$ cat config.mk
export PLATFORM = sky130hd
export DESIGN_NAME = dsr_train_tx
export DESIGN_NICKNAME = d
export VERILOG_FILES = /design/src/rtl/dsr_train_tx.sv
export SDC_FILE = /design/constraint.sdc
export NUM_CORES = 1
export LEC_CHECK = 0
export ABC_AREA = 0
export BUFFER_PORTS_ARGS = -buffer_cell sky130_fd_sc_hd__buf_2
export CAP_MARGIN = 25
export CORE_UTILIZATION = 38
export CTS_CLUSTER_DIAMETER = 100
export DETAILED_ROUTE_END_ITERATION = 8
export HOLD_SLACK_MARGIN = 0.05
export PLACE_DENSITY_LB_ADDON = 0.3
export SLEW_MARGIN = 20
export SYNTH_ARGS = -nofsm -noshare
export SYNTH_HDL_FRONTEND = slang
export SYNTH_SLANG_ARGS = --single-unit
$ cat constraint.sdc
create_clock -name CLK -period 2.47 [get_ports CLK]
set_input_delay 0.3705 -clock CLK [delete_from_list [all_inputs] [get_ports CLK]]
set_output_delay 0.3705 -clock CLK [all_outputs]
set_load 0.03 [all_outputs]
$ cat src/rtl/dsr_train_tx.sv
// Serializer-side link bring-up: trains the OSERDES word until the far end aligns, then forwards user data.
// Outputs are registered from the next state (1-cycle latency); no backpressure, valid words pass straight through in Data.
module dsr_train_tx #(
  parameter int            DW         = 12,
  parameter logic [DW-1:0] TRAIN_PAT  = 12'h03F,
  parameter int            RST_CYC    = 7,
  parameter int            SETTLE_CYC = 16,
  parameter int            TIMEOUT    = 1023,
  parameter int            MAX_RETRY  = 3
) (
  input  logic          CLK,
  input  logic          RST,
  input  logic          START,
  input  logic          RETRAIN,
  input  logic          RX_ALIGNED,
  input  logic [DW-1:0] DATA_IN,
  input  logic          DATA_VLD,
  output logic          SER_RST,
  output logic [DW-1:0] TX_WORD,
  output logic          TRAINING,
  output logic          LINK_UP,
  output logic          TIMEOUT_ERR,
  output logic [1:0]    RETRY_CNT
);

  localparam int CW = 10;

  typedef enum logic [2:0] {
    S_IDLE   = 3'd0,
    S_SERRST = 3'd1,
    S_TRAIN  = 3'd2,
    S_SETTLE = 3'd3,
    S_DATA   = 3'd4,
    S_FAIL   = 3'd5
  } state_t;

  state_t        state;
  state_t        nxt;
  logic [CW-1:0] cnt;
  logic [1:0]    retry_nxt;
  logic [1:0]    retry_inc;

  assign retry_inc = RETRY_CNT + 2'd1;

  always_comb begin
    nxt       = state;
    retry_nxt = RETRY_CNT;
    case (state)
      S_IDLE: begin
        if (START) begin
          nxt       = S_SERRST;
          retry_nxt = '0;
        end
      end
      S_SERRST: begin
        if (cnt == CW'(RST_CYC - 1)) nxt = S_TRAIN;
      end
      S_TRAIN: begin
        // Alignment beats a timeout landing on the same cycle.
        if (RX_ALIGNED) begin
          nxt = S_SETTLE;
        end else if (cnt == CW'(TIMEOUT - 1)) begin
          retry_nxt = retry_inc;
          nxt       = (retry_inc == 2'(MAX_RETRY)) ? S_FAIL : S_SERRST;
        end
      end
      S_SETTLE: begin
        // Settle lasts SETTLE_CYC aligned cycles; any drop restarts the Train timeout.
        if (!RX_ALIGNED) nxt = S_TRAIN;
        else if (cnt == CW'(SETTLE_CYC - 1)) nxt = S_DATA;
      end
      S_DATA: begin
        if (RETRAIN || !RX_ALIGNED) begin
          nxt       = S_SERRST;
          retry_nxt = '0;
        end
      end
      S_FAIL: begin
        if (START) begin
          nxt       = S_SERRST;
          retry_nxt = '0;
        end
      end
      default: nxt = S_IDLE;
    endcase
  end

  always_ff @(posedge CLK or posedge RST) begin
    if (RST) begin
      state       <= S_IDLE;
      cnt         <= '0;
      SER_RST     <= 1'b0;
      TX_WORD     <= '0;
      TRAINING    <= 1'b0;
      LINK_UP     <= 1'b0;
      TIMEOUT_ERR <= 1'b0;
      RETRY_CNT   <= '0;
    end else begin
      state <= nxt;
      if (nxt != state) begin
        cnt <= '0;
      end else if (state == S_SERRST || state == S_TRAIN || state == S_SETTLE) begin
        cnt <= cnt + CW'(1);
      end

      SER_RST     <= (nxt == S_SERRST);
      TRAINING    <= (nxt == S_TRAIN) || (nxt == S_SETTLE);
      LINK_UP     <= (nxt == S_DATA);
      TIMEOUT_ERR <= (nxt == S_FAIL);
      RETRY_CNT   <= retry_nxt;

      case (nxt)
        S_TRAIN, S_SETTLE: TX_WORD <= TRAIN_PAT;
        S_DATA:            TX_WORD <= DATA_VLD ? DATA_IN : TRAIN_PAT;
        default:           TX_WORD <= '0;
      endcase
    end
  end

endmodule
* After elaboration in Yosys (flattened, before gate mapping) *
Cells that the tools add are included.

cells by class
  $add $sub $neg = 2
  equal/unequal tests = 19
  mux-type cells = 18
  reduce and logical (&&, ||, !) cells = 11

operators by type and width
  cell                     count
  $mux W3                  8
  $pmux W12 S2             1
  $mux W10                 2
  $pmux W3 S5              1
  $eq A3 B2 Y1 const B     4
  $eq A3 B3 Y1 const B     4
  $mux W12                 1
  $add A10 B1 Y10 const B  1
  $eq A10 B10 Y1 const B   1
  $eq A10 B3 Y1 const B    1
  $eq A10 B4 Y1 const B    1
  $mux W2                  4
  $eq A3 B1 Y1 const B     2
  $ne A2 B2 Y1 const B     3
  $pmux W2 S3              1
  $reduce_and A5 Y1        1
  $logic_or A1 B1 Y1       4
  $reduce_or A2 Y1         2
  $logic_not A3 Y1         1
  $ne A3 B3 Y1             1
  $reduce_bool A3 Y1       1
  $add A2 B1 Y2 const B    1
  $eq A2 B2 Y1 const B     1
  $ne A2 B1 Y1 const B     1
  other kinds (2)          2

word-level totals
  flip-flop bits (word level) = 31
  output and inout bits = 18
  logic and storage cells = 58

* Depth between registers and ports, before layout *
Gate-level depths: netlist of run 1.

  depth after elaboration = 9
  mapped depth = 8

* Worst setup path before layout of run 1 *
No wires, ideal clock.

  kind = register to register
  from = reg cnt[5]
  to = reg state[0]
  setup time = 0.131 ns
  arrival = 1.660 ns
  slack = 0.679 ns
  stages on the path, launching flop included = 5
  path buffers = 0
  cell sequence = dfrtp_1 > or4_4 > nor4_2 > nor2b_1 > or3_1

on the way
  longest elaborated chain between the ends = 4

RTL lines
  element                                          line    source
  from (decl)                                      39      logic [CW-1:0] cnt;
  from (signal assigned)                           103     cnt <= cnt + CW'(1);
  $eq A10 B4 Y1 or $eq A10 B10 Y1 (tied branches)  70, 62
  $mux W3 (on tied branches)                       70, 62
  $mux W3 (on tied branches)                       69, 60
  $pmux W3 S5 (*)                                  48      case (state)
  net nxt[0]                                       38      state_t nxt;
  to (signal assigned)                             99      state <= nxt;
  to (decl)                                        37      state_t state;

Mark *: on every way through the listed nets, which the timed path passes. The rest lies on a longest branch.
A chain may end at the register's enable or synchronous reset.

* Worst setup path in the final report of run 1 *
  from = reg state[0]
  to = reg cnt[1]

on the way
  longest elaborated chain between the ends = 5

RTL lines
  element                                                    line  source
  $eq A3 B3 Y1 (tied with other cells)                       48
  $reduce_or A2 Y1 (no source line) (tied with other cells)  --
  $pmux W3 S5                                                48
  $ne A3 B3 Y1                                               100   if (nxt != state) begin
  $mux W10 or $reduce_bool A2 Y1 (tied branches)             --

Parallel ways exist; a longest one is shown, timed or not.

==> flow_metrics.env, run 1 <==
export IMPL_outcome="complete, no violations"
export IMPL_drt_iter0_drc=66
export IMPL_dpl_cell_area_um2=1860
export IMPL_multiInputGateArea_um2=798
export IMPL_drcViolationCount=0
export IMPL_leakage_nw=0.980
export IMPL_antenna_found_initial=0
export IMPL_finalSetupViolations=0
export IMPL_slowest_stage="dfrtp_1"
export IMPL_timing_worst_setup_path_type="flop to flop"
export IMPL_die_area_um2=4640
export IMPL_ys_flop_type="dfrtp_1"
export IMPL_postSynthAreaPerCell_um2=10.5
export IMPL_numCtsBuffers=5
export IMPL_startpoint="state[0]"
export IMPL_synth_seq_cells=31
export IMPL_io_pin_count=36
export IMPL_cts_setup_buffers=0
export IMPL_min_path_type="input pin to asynchronous set/reset pin"
export IMPL_period_share_pct=79.0
export IMPL_clockBufferDepth=2
export IMPL_rrSetupSlack_ns=0.52
export IMPL_ir_drop_mv=0.318
export IMPL_numPortBuffers=35
export IMPL_drt_wl_total_um=3490
export IMPL_max_slew_margin_pct=65.5
export IMPL_crit_required_ns=2.66
export IMPL_die_height_um=68.1
export IMPL_critPathArrivalTime_ns=2.14
export IMPL_synth_top_area_share_pct=46.7
export IMPL_design_core_area_um2=4090
export IMPL_skew_ns=0.00627
export IMPL_cts_tree="done"
export IMPL_ys_top_cells_by_area="dfrtp_1 (47%), nor2b_1 (4.1%), nor2_1 (3.4%), o21ai_0 (2.7%), and3_1 (2.6%)"
export IMPL_vias_per_cell=5.37
export IMPL_insertion_delay_ns=0.28
export IMPL_dp_cells=237
export IMPL_drv_slew=0
export IMPL_syn2layout_area_growth_pct=19.2
export IMPL_rsz0062_at_grt="no"
export IMPL_path_buf_inv=0
export IMPL_stdcell_area_um2=1980
export IMPL_wl_per_cell_um=14.2
export IMPL_register_area_um2=776
export IMPL_post_route_cells_drive_above_1_share_pct=30.3
export IMPL_synth_nets=179
export IMPL_grt_pass1_vias=1260
export IMPL_crit_path_end="cnt[1]"
export IMPL_crit_chain="or3b_1 -> a22oi_2 -> o2bb2ai_1 -> a2bb2oi_4 -> a211oi_2"
export IMPL_cp_num_cells=5
export IMPL_synth_common_cells="dfrtp_1 (31), nor2_1 (15), nor2b_1 (11)"
export IMPL_cp_max_fo=13
export IMPL_p_per_area_nw_per_um2=1050
export IMPL_yosysUniqueCellTypes=53
export IMPL_netlist_area_um2=1660
export IMPL_ys_async_sr_fraction_pct=100
export IMPL_timing_rr_end="cnt[1]"
export IMPL_setup_slack_ns=0.520
export IMPL_drt_first_pass_iters=4
export IMPL_grt_pass1_wl_um=5810
export IMPL_synth_top_cell_by_area="dfrtp_1"
export IMPL_holdWs_ns=0.167
export IMPL_r2r_start="state[0]"
export IMPL_instances_no_fill=245
export IMPL_clockRootBuffer="clkbuf_8"
export IMPL_cp_end_kind="flop"
export IMPL_ant_nets=0
export IMPL_synth_edf_count=0
export IMPL_gr_total_overflow=0
export IMPL_path_clk_slew_ns=0.07
export IMPL_hold_violations=0
export IMPL_place_hpwl_um=2640
export IMPL_postCtsHoldBufs=0
export IMPL_timing_setup_tns_ns=0
export IMPL_cts_repair_resized=0
export IMPL_yosysWarnings=0
export IMPL_nNetsFinal=215
export IMPL_drv_cap=0
export IMPL_track_usage_pct=17.4
export IMPL_vias=1315
export IMPL_cp_slowest_stage_delay_ns=0.50
export IMPL_startpoint_type="flop"
export IMPL_worst_slew_pin_slew_ns=0.517
export IMPL_cts_sinks=31
export IMPL_place_congestion=0.765
export IMPL_die_w_um=68.1
export IMPL_timing_final_crit_period_ns=1.95
export IMPL_path_delay_family="compound AO/OA/AOI/OAI gates"
export IMPL_yosysMostFrequentCell="dfrtp_1"
export IMPL_ys_seq_area_share_pct=46.7
export IMPL_grt_start_max_net_pins=32
export IMPL_initial_core_util_pct=40.7
export IMPL_rows=23
export IMPL_worstRegToRegCells=5
export IMPL_nFillCells=402
export IMPL_syn_inst=158
export IMPL_fmax_mhz=513
export IMPL_cts_htree_levels=2
export IMPL_n_antenna_cell=0
export IMPL_place_ws_ns=0.540
[power by group]
group	switching [mW]	total [mW]	leakage, nW	internal [mW]
Sequential	0.111	0.735	0.416	0.624
Combinational	0.519	0.844	0.502	0.325
Clock	0.181	0.506	0.0612	0.326
[metrics by stage]
| step | util [%] | power (mW) |
|---|---|---|
| 2_1_floorplan | - | 1.40 |
| 3_3_place_gp | 45.6 | 1.56 |
| 3_5_place_dp | 45.6 | 1.60 |
| 4_1_cts | 48.5 | 2.11 |
| 5_1_grt | 48.5 | 2.23 |
| 6_report | 48.5 | 2.09 |
[tightest hold or removal path, cell delays in order]
cell	delay [ns]
buf_2	0.09
inv_1	0.04
buf_4	0.35
[how the worst min path moves through the flow]
stage | startpoint | to | slack (ns)
after floorplan | RST | LINK_UP | 0.47
after global placement | RST | LINK_UP | 0.46
after detailed placement | RST | TX_WORD[10] | 0.48
after CTS | RST | TX_WORD[1] | 0.18
after global routing | RST | TX_WORD[7] | 0.19
final | RST | TX_WORD[7] | 0.17
[per-layer routing]
| layer | vias up | wire length (um) | part of all wire, % | track usage [%] |
|---|---|---|---|---|
| li1 | 627 | - | - | - |
| met1 | 640 | 1500 | 43 | 21.0 |
| met2 | 40 | 1750 | 50 | 28.1 |
| met3 | 8 | 176 | 5.0 | 6.17 |
| met4 | 0 | 63 | 1.8 | 7.03 |
| met5 | - | 0 | 0 | 0 |
[logic make-up after synthesis]
group | after synthesis | synth area share, %
flip-flops | 31 | 46.7
AO/OA/AOI/OAI | 31 | 16.0
buffers and inverters | 18 | 5.27
multiplexers | 2 | 1.28
adder cells (fa/ha/maj) | 3 | 2.26
AND/OR/NAND/NOR | 65 | 24.3
XOR/XNOR | 8 | 4.22
[cell type report]
| class | instances | share of cell area (%) |
|---|---|---|
| clock inverters | 2 | 1.77 |
| clock buffers | 6 | 4.17 |
| repair buffers | 36 | 9.22 |
| flip-flops and latches | 31 | 39.2 |
| inverters | 11 | 2.21 |
| multi-input cells | 109 | 40.3 |
| well taps | 50 | 3.16 |
[state kept, by name (all words and copies together), names as in the netlist]
signal       count
cnt             10
SER_RST          1
LINK_UP          1
TX_WORD         12
TRAINING         1
RETRY_CNT        2
TIMEOUT_ERR      1
state            3
[placed cells by master (no fill, tap or decap), types with 4 or more instances in the layout]
cell type / n
nand3_1: 4
and3_1: 7
xnor2_1: 5
a21oi_1: 5
clkbuf_8: 6
nor2b_1: 11
inv_1: 10
buf_2: 35
nor2_1: 15
nand4_1: 4
dfrtp_1: 31
o21ai_0: 9
Power figures use the tool's default switching activity.
==> inputs of run 2 (changes only) <==
==> constraint.sdc (replaced) <==
create_clock -name CLK -period 1.8 [get_ports CLK]
set_input_delay 0.27 -clock CLK [delete_from_list [all_inputs] [get_ports CLK]]
set_output_delay 0.27 -clock CLK [all_outputs]
set_load 0.03 [all_outputs]
==> flow_metrics.env, run 2 (same netlist as run 1, synthesis figures left out) <==
export IMPL_nFillCells=368
export IMPL_place_congestion=0.807
export IMPL_top_regs="TX_WORD (12), cnt (10), state (3)"
export IMPL_drv_slew=0
export IMPL_track_usage_pct=19.6
export IMPL_crit_chain="inv_1 -> ha_2 -> and4_4 -> nand4_1 -> nor3_2 -> o21bai_4 -> mux2_4"
export IMPL_timing_worst_setup_path_type="flop to flop"
export IMPL_power_internal_mw=1.96
export IMPL_p_per_area_nw_per_um2=1410
export IMPL_clockRootBuffer="clkbuf_8"
export IMPL_setup_slack_ns=-0.0761
export IMPL_drv_cap=0
export IMPL_timing_final_crit_period_ns=1.88
export IMPL_fmax_mhz=533
export IMPL_ant_nets=0
export IMPL_wl_per_cell_um=14.5
export IMPL_multiInputGateArea_um2=863
export IMPL_insertion_delay_ns=0.28
export IMPL_postCtsHoldBufs=0
export IMPL_gr_total_overflow=0
export IMPL_critPathArrivalTime_ns=2.05
export IMPL_path_buf_inv=1
export IMPL_cp_slowest_stage_delay_ns=0.40
export IMPL_route_met3_wl_um=166
export IMPL_final_common_cell="buf_2"
export IMPL_dp_cells=261
export IMPL_finish_utilization_pct=55.5
export IMPL_drt_iter0_drc=89
export IMPL_power_mw=3.20
export IMPL_power_switching_mw=1.24
export IMPL_stdcell_area_um2=2270
export IMPL_route_met2_wl_um=2130
export IMPL_grt_pass1_wl_um=6640
export IMPL_io_pin_count=36
export IMPL_cp_end_kind="flop"
export IMPL_failed_checks="setup timing"
export IMPL_largest_reg_flops=12
export IMPL_cts_sinks=31
export IMPL_ir_drop_mv=0.588
export IMPL_leakage_nw=1.15
export IMPL_die_area_um2=4640
export IMPL_design_core_area_um2=4090
export IMPL_p_sw_share_pct=38.8
export IMPL_n_antenna_cell=0
export IMPL_startpoint_type="flop"
export IMPL_drcViolationCount=0
export IMPL_numPortBuffers=35
export IMPL_cts_htree_levels=2
export IMPL_clockBufferDepth=2
export IMPL_worst_slew_pin_slew_ns=0.393
export IMPL_post_route_cells_drive_above_1_share_pct=44.4
export IMPL_vias_per_cell=5.19
export IMPL_grt_start_max_net_pins=32
export IMPL_p_comb_share_pct=51.6
export IMPL_vias=1428
export IMPL_layout_common_cells="buf_2 (35), dfrtp_1 (31), buf_4 (28)"
export IMPL_initial_core_util_pct=40.7
export IMPL_hold_violations=0
export IMPL_drt_wl_total_um=3990
export IMPL_power_share_clock_pct=18.9
export IMPL_period_share_pct=104
export IMPL_met1_length_um=1630
export IMPL_seqPwrFrac_pct=29.5
export IMPL_path_clk_slew_ns=0.07
export IMPL_top_layer="met4"
export IMPL_outcome="complete, but fails checks"
export IMPL_cp_max_fo=3
export IMPL_regMostFlops="TX_WORD"
export IMPL_max_slew_margin_pct=73.6
export IMPL_rows=23
export IMPL_rsz0062_at_grt="yes"
export IMPL_instances_no_fill=275
export IMPL_min_path_type="input pin to asynchronous set/reset pin"
export IMPL_cts_tree="done"
export IMPL_grt_pass1_vias=1446
export IMPL_die_height_um=68.1
export IMPL_syn2layout_area_growth_pct=36.5
export IMPL_numCtsBuffers=5
export IMPL_register_area_um2=776
export IMPL_nNetsFinal=245
export IMPL_drt_first_pass_iters=4
export IMPL_place_hpwl_um=2890
export IMPL_dpl_cell_area_um2=2040
export IMPL_crit_required_ns=1.97
export IMPL_finalSetupViolations=18
export IMPL_slowest_stage="dfrtp_1"
export IMPL_skew_ns=0.00798
export IMPL_antenna_found_initial=0
export IMPL_die_w_um=68.1
export IMPL_path_delay_family="simple AND/OR/NAND/NOR gates"
run 2: power groups by stage:
stage | clock network [mW] | registers, mW | logic (mW)
floorplan | 0 | 1.16 | 0.760
global placement | 0 | 0.948 | 1.40
detailed placement | 0 | 0.956 | 1.44
CTS | 0.623 | 0.945 | 1.57
global route | 0.653 | 0.966 | 1.79
finish | 0.606 | 0.945 | 1.65
run 2: worst paths after layout:
check	startpoint	endpoint	slack, ns	cells past startpoint
worst max-delay path	cnt[0]	RETRY_CNT[1]	-0.08	7
worst min-delay path	RST	TX_WORD[4]	0.06	3
worst max register to register	cnt[0]	RETRY_CNT[1]	-0.08	7
worst min register to register	RETRY_CNT[1]	RETRY_CNT[1]	0.55	1
max in group asynchronous	RST	cnt[2]	1.46	3
min in group CLK	DATA_IN[9]	TX_WORD[9]	0.23	2
run 2: worst reg2reg max path, cell delays in order (launching register included):
cell,delay [ns]
dfrtp_1,0.40
inv_1,0.07
ha_2,0.18
and4_4,0.25
nand4_1,0.14
nor3_2,0.26
o21bai_4,0.17
mux2_4,0.30
run 2: repair_timing:
action                                 4_1_cts  5_1_grt
endpoints found under the hold margin        0        0
pin swaps                                    9        2
gates resized for setup                      9       14
buffers inserted                             5        1
setup endpoints to repair                   19       27
run 2: through the flow:
stage | setup slack, ns | hold slack (ns) | TNS [ns]
3_3_place_gp | -0.0140 | 0.359 | -0.0497
5_1_grt | -0.153 | 0.108 | -2.26
2_1_floorplan | 0.00877 | 0.374 | 0
4_1_cts | 0.00952 | 0.0676 | 0
6_report | -0.0761 | 0.0584 | -0.517
3_5_place_dp | -0.0856 | 0.374 | -0.882
run 2: layout make-up:
| type | count | share of cell area, % |
|---|---|---|
| Tap cell | 50 | 2.76 |
| Inverter | 11 | 1.93 |
| Clock buffer | 7 | 4.25 |
| Timing Repair Buffer | 66 | 18.5 |
| Multi-Input combinational cell | 109 | 38.1 |
| Sequential cell | 31 | 34.2 |
| Clock inverter | 1 | 0.331 |
run 2: per-layer routing:
metal / up-vias / GRT usage (%)
met3: 7 / 6.00
met4: 0 / 5.73
met5: - / 0
met1: 697 / 22.7
met2: 37 / 34.4
li1: 687 / -
==> inputs of run 3 (changes only) <==
--- a/config.mk
+++ b/config.mk
@@ -12,7 +12,8 @@
 export CTS_CLUSTER_DIAMETER = 100
 export DETAILED_ROUTE_END_ITERATION = 8
 export HOLD_SLACK_MARGIN = 0.05
-export PLACE_DENSITY_LB_ADDON = 0.3
+export PLACE_DENSITY = 0.58
+export SKIP_CTS_REPAIR_TIMING = 1
 export SLEW_MARGIN = 20
 export SYNTH_ARGS = -nofsm -noshare
 export SYNTH_HDL_FRONTEND = slang
==> flow_metrics.env, run 3 (same netlist as run 1, synthesis figures left out) <==
export IMPL_outcome="complete, but fails checks"
export IMPL_failed_checks="setup timing"
export IMPL_path_buf_inv=1
export IMPL_timing_final_crit_period_ns=1.85
export IMPL_startpoint_type="flop"
export IMPL_hold_violations=0
export IMPL_r2r_start="cnt[4]"
export IMPL_cp_max_fo=5
export IMPL_design_core_area_um2=4090
export IMPL_drt_iter0_drc=60
export IMPL_numCtsBuffers=5
export IMPL_vias=1397
export IMPL_n_antenna_cell=0
export IMPL_grt_pass1_wl_um=6270
export IMPL_timing_rr_end="cnt[6]"
export IMPL_timing_setup_tns_ns=-0.223
export IMPL_syn2layout_area_growth_pct=35.5
export IMPL_cp_num_cells=6
export IMPL_numPortBuffers=35
export IMPL_period_share_pct=103
export IMPL_gr_total_overflow=0
export IMPL_ant_nets=0
export IMPL_drcViolationCount=0
export IMPL_layout_common_cells="buf_2 (35), dfrtp_1 (30), buf_4 (30)"
export IMPL_track_usage_pct=18.5
export IMPL_rrSetupSlack_ns=-0.05
export IMPL_power_mw=3.24
export IMPL_cp_end_kind="flop"
export IMPL_antenna_found_initial=0
export IMPL_top_regs="TX_WORD (12), cnt (10), state (3)"
export IMPL_min_path_type="input pin to asynchronous set/reset pin"
export IMPL_path_clk_slew_ns=0.07
export IMPL_drt_first_pass_iters=4
export IMPL_clockBufferDepth=2
export IMPL_final_common_cell="buf_2"
export IMPL_cp_slowest_stage_delay_ns=0.55
export IMPL_p_per_area_nw_per_um2=1440
export IMPL_post_route_cells_drive_above_1_share_pct=43.8
export IMPL_timing_worst_setup_path_type="flop to flop"
export IMPL_regMostFlops="TX_WORD"
export IMPL_drv_cap=0
export IMPL_leakage_nw=1.14
export IMPL_cts_sinks=31
export IMPL_grt_start_max_net_pins=32
export IMPL_crit_chain="or4_4 -> nor3_4 -> o221ai_2 -> buf_4 -> a2bb2oi_4 -> nor2_1"
export IMPL_drt_wl_total_um=3990
export IMPL_critPathArrivalTime_ns=2.01
export IMPL_die_w_um=68.1
export IMPL_io_pin_count=36
export IMPL_instances_no_fill=274
export IMPL_rows=23
export IMPL_die_height_um=68.1
export IMPL_vias_per_cell=5.10
export IMPL_grt_pass1_vias=1358
export IMPL_holdWs_ns=0.0533
export IMPL_nNetsFinal=245
export IMPL_largest_reg_flops=12
export IMPL_finalSetupViolations=9
export IMPL_die_area_um2=4640
export IMPL_worst_slew_pin_slew_ns=0.382
export IMPL_dp_cells=265
export IMPL_path_delay_family="simple AND/OR/NAND/NOR gates"
export IMPL_nFillCells=379
export IMPL_setup_slack_ns=-0.0486
export IMPL_cts_htree_levels=2
export IMPL_drv_slew=0
export IMPL_place_ws_ns=-0.0536
export IMPL_place_hpwl_um=2900
export IMPL_wl_per_cell_um=14.6
export IMPL_fmax_mhz=541
export IMPL_worstRegToRegCells=6
export IMPL_cts_tree="done"
export IMPL_skew_ns=0.00682
export IMPL_ir_drop_mv=0.522
export IMPL_max_slew_margin_pct=74.6
export IMPL_clockRootBuffer="clkbuf_8"
export IMPL_place_congestion=0.800
export IMPL_rsz0062_at_grt="yes"
export IMPL_initial_core_util_pct=40.7
export IMPL_crit_required_ns=1.96
export IMPL_insertion_delay_ns=0.28
export IMPL_slowest_stage="or4_4"
==> run 3: cell types whose count changed in the layout (fill, tap and decap cells not counted), moves of 2 or more <==
cell      delta
buf_4        +2
buf_6        -3
clkbuf_8     -2
o21ai_0      +6
o21ai_1      -6
==> run 3: metrics by stage <==
stage	area (um^2)	util [%]
global placement	2070	50.7
global route	2250	55.1
floorplan	1660	-
finish	2250	55.1
detailed placement	2070	50.7
CTS	2180	53.2
==> run 3: cell type report <==
class                           instances  area, um^2  share of cell area, %
Inverter                               11        43.8                   1.94
Clock buffer                            6        72.6                   3.22
Multi-Input combinational cell        110         866                   38.4
Tap cell                               50        62.6                   2.78
Clock inverter                          1        30.0                   1.33
Timing Repair Buffer                   65         400                   17.8
Sequential cell                        31         777                   34.5
==> run 3: worst max path at each step <==
stage / start / to / slack (ns)
2_1_floorplan: cnt[5] / state[0] / 0.009
3_3_place_gp: cnt[0] / cnt[8] / -0.002
3_5_place_dp: cnt[0] / cnt[6] / -0.05
4_1_cts: cnt[0] / cnt[6] / -0.07
5_1_grt: cnt[5] / cnt[6] / -0.10
6_report: cnt[4] / cnt[6] / -0.05
==> run 3: worst reg2reg max path, delay by kind of cell, from the launching register on <==
family	cells	cell delay [ns]
AOI/OAI and AO/OA	2	0.36
and+or+nand+nor	3	0.81
DFF	1	0.39
buffers and inverters	1	0.18
==> run 3: where the power goes <==
group          leakage (nW)  internal (mW)  switching [mW]
Combinational         0.671          0.726           0.923
Clock                0.0513          0.405           0.252
Sequential            0.414          0.858          0.0743
Total                  1.14           1.99            1.25
==> run 3: layer usage <==
layer / vias to the layer above / part of all wire [%] / track usage (%) / wire [um]
met5: - / 0 / 0 / 0
met4: 0 / 1.6 / 7.03 / 64
met3: 7 / 3.5 / 5.00 / 141
met2: 34 / 51 / 31.3 / 2020
met1: 669 / 44 / 22.3 / 1760
li1: 687 / - / - / -
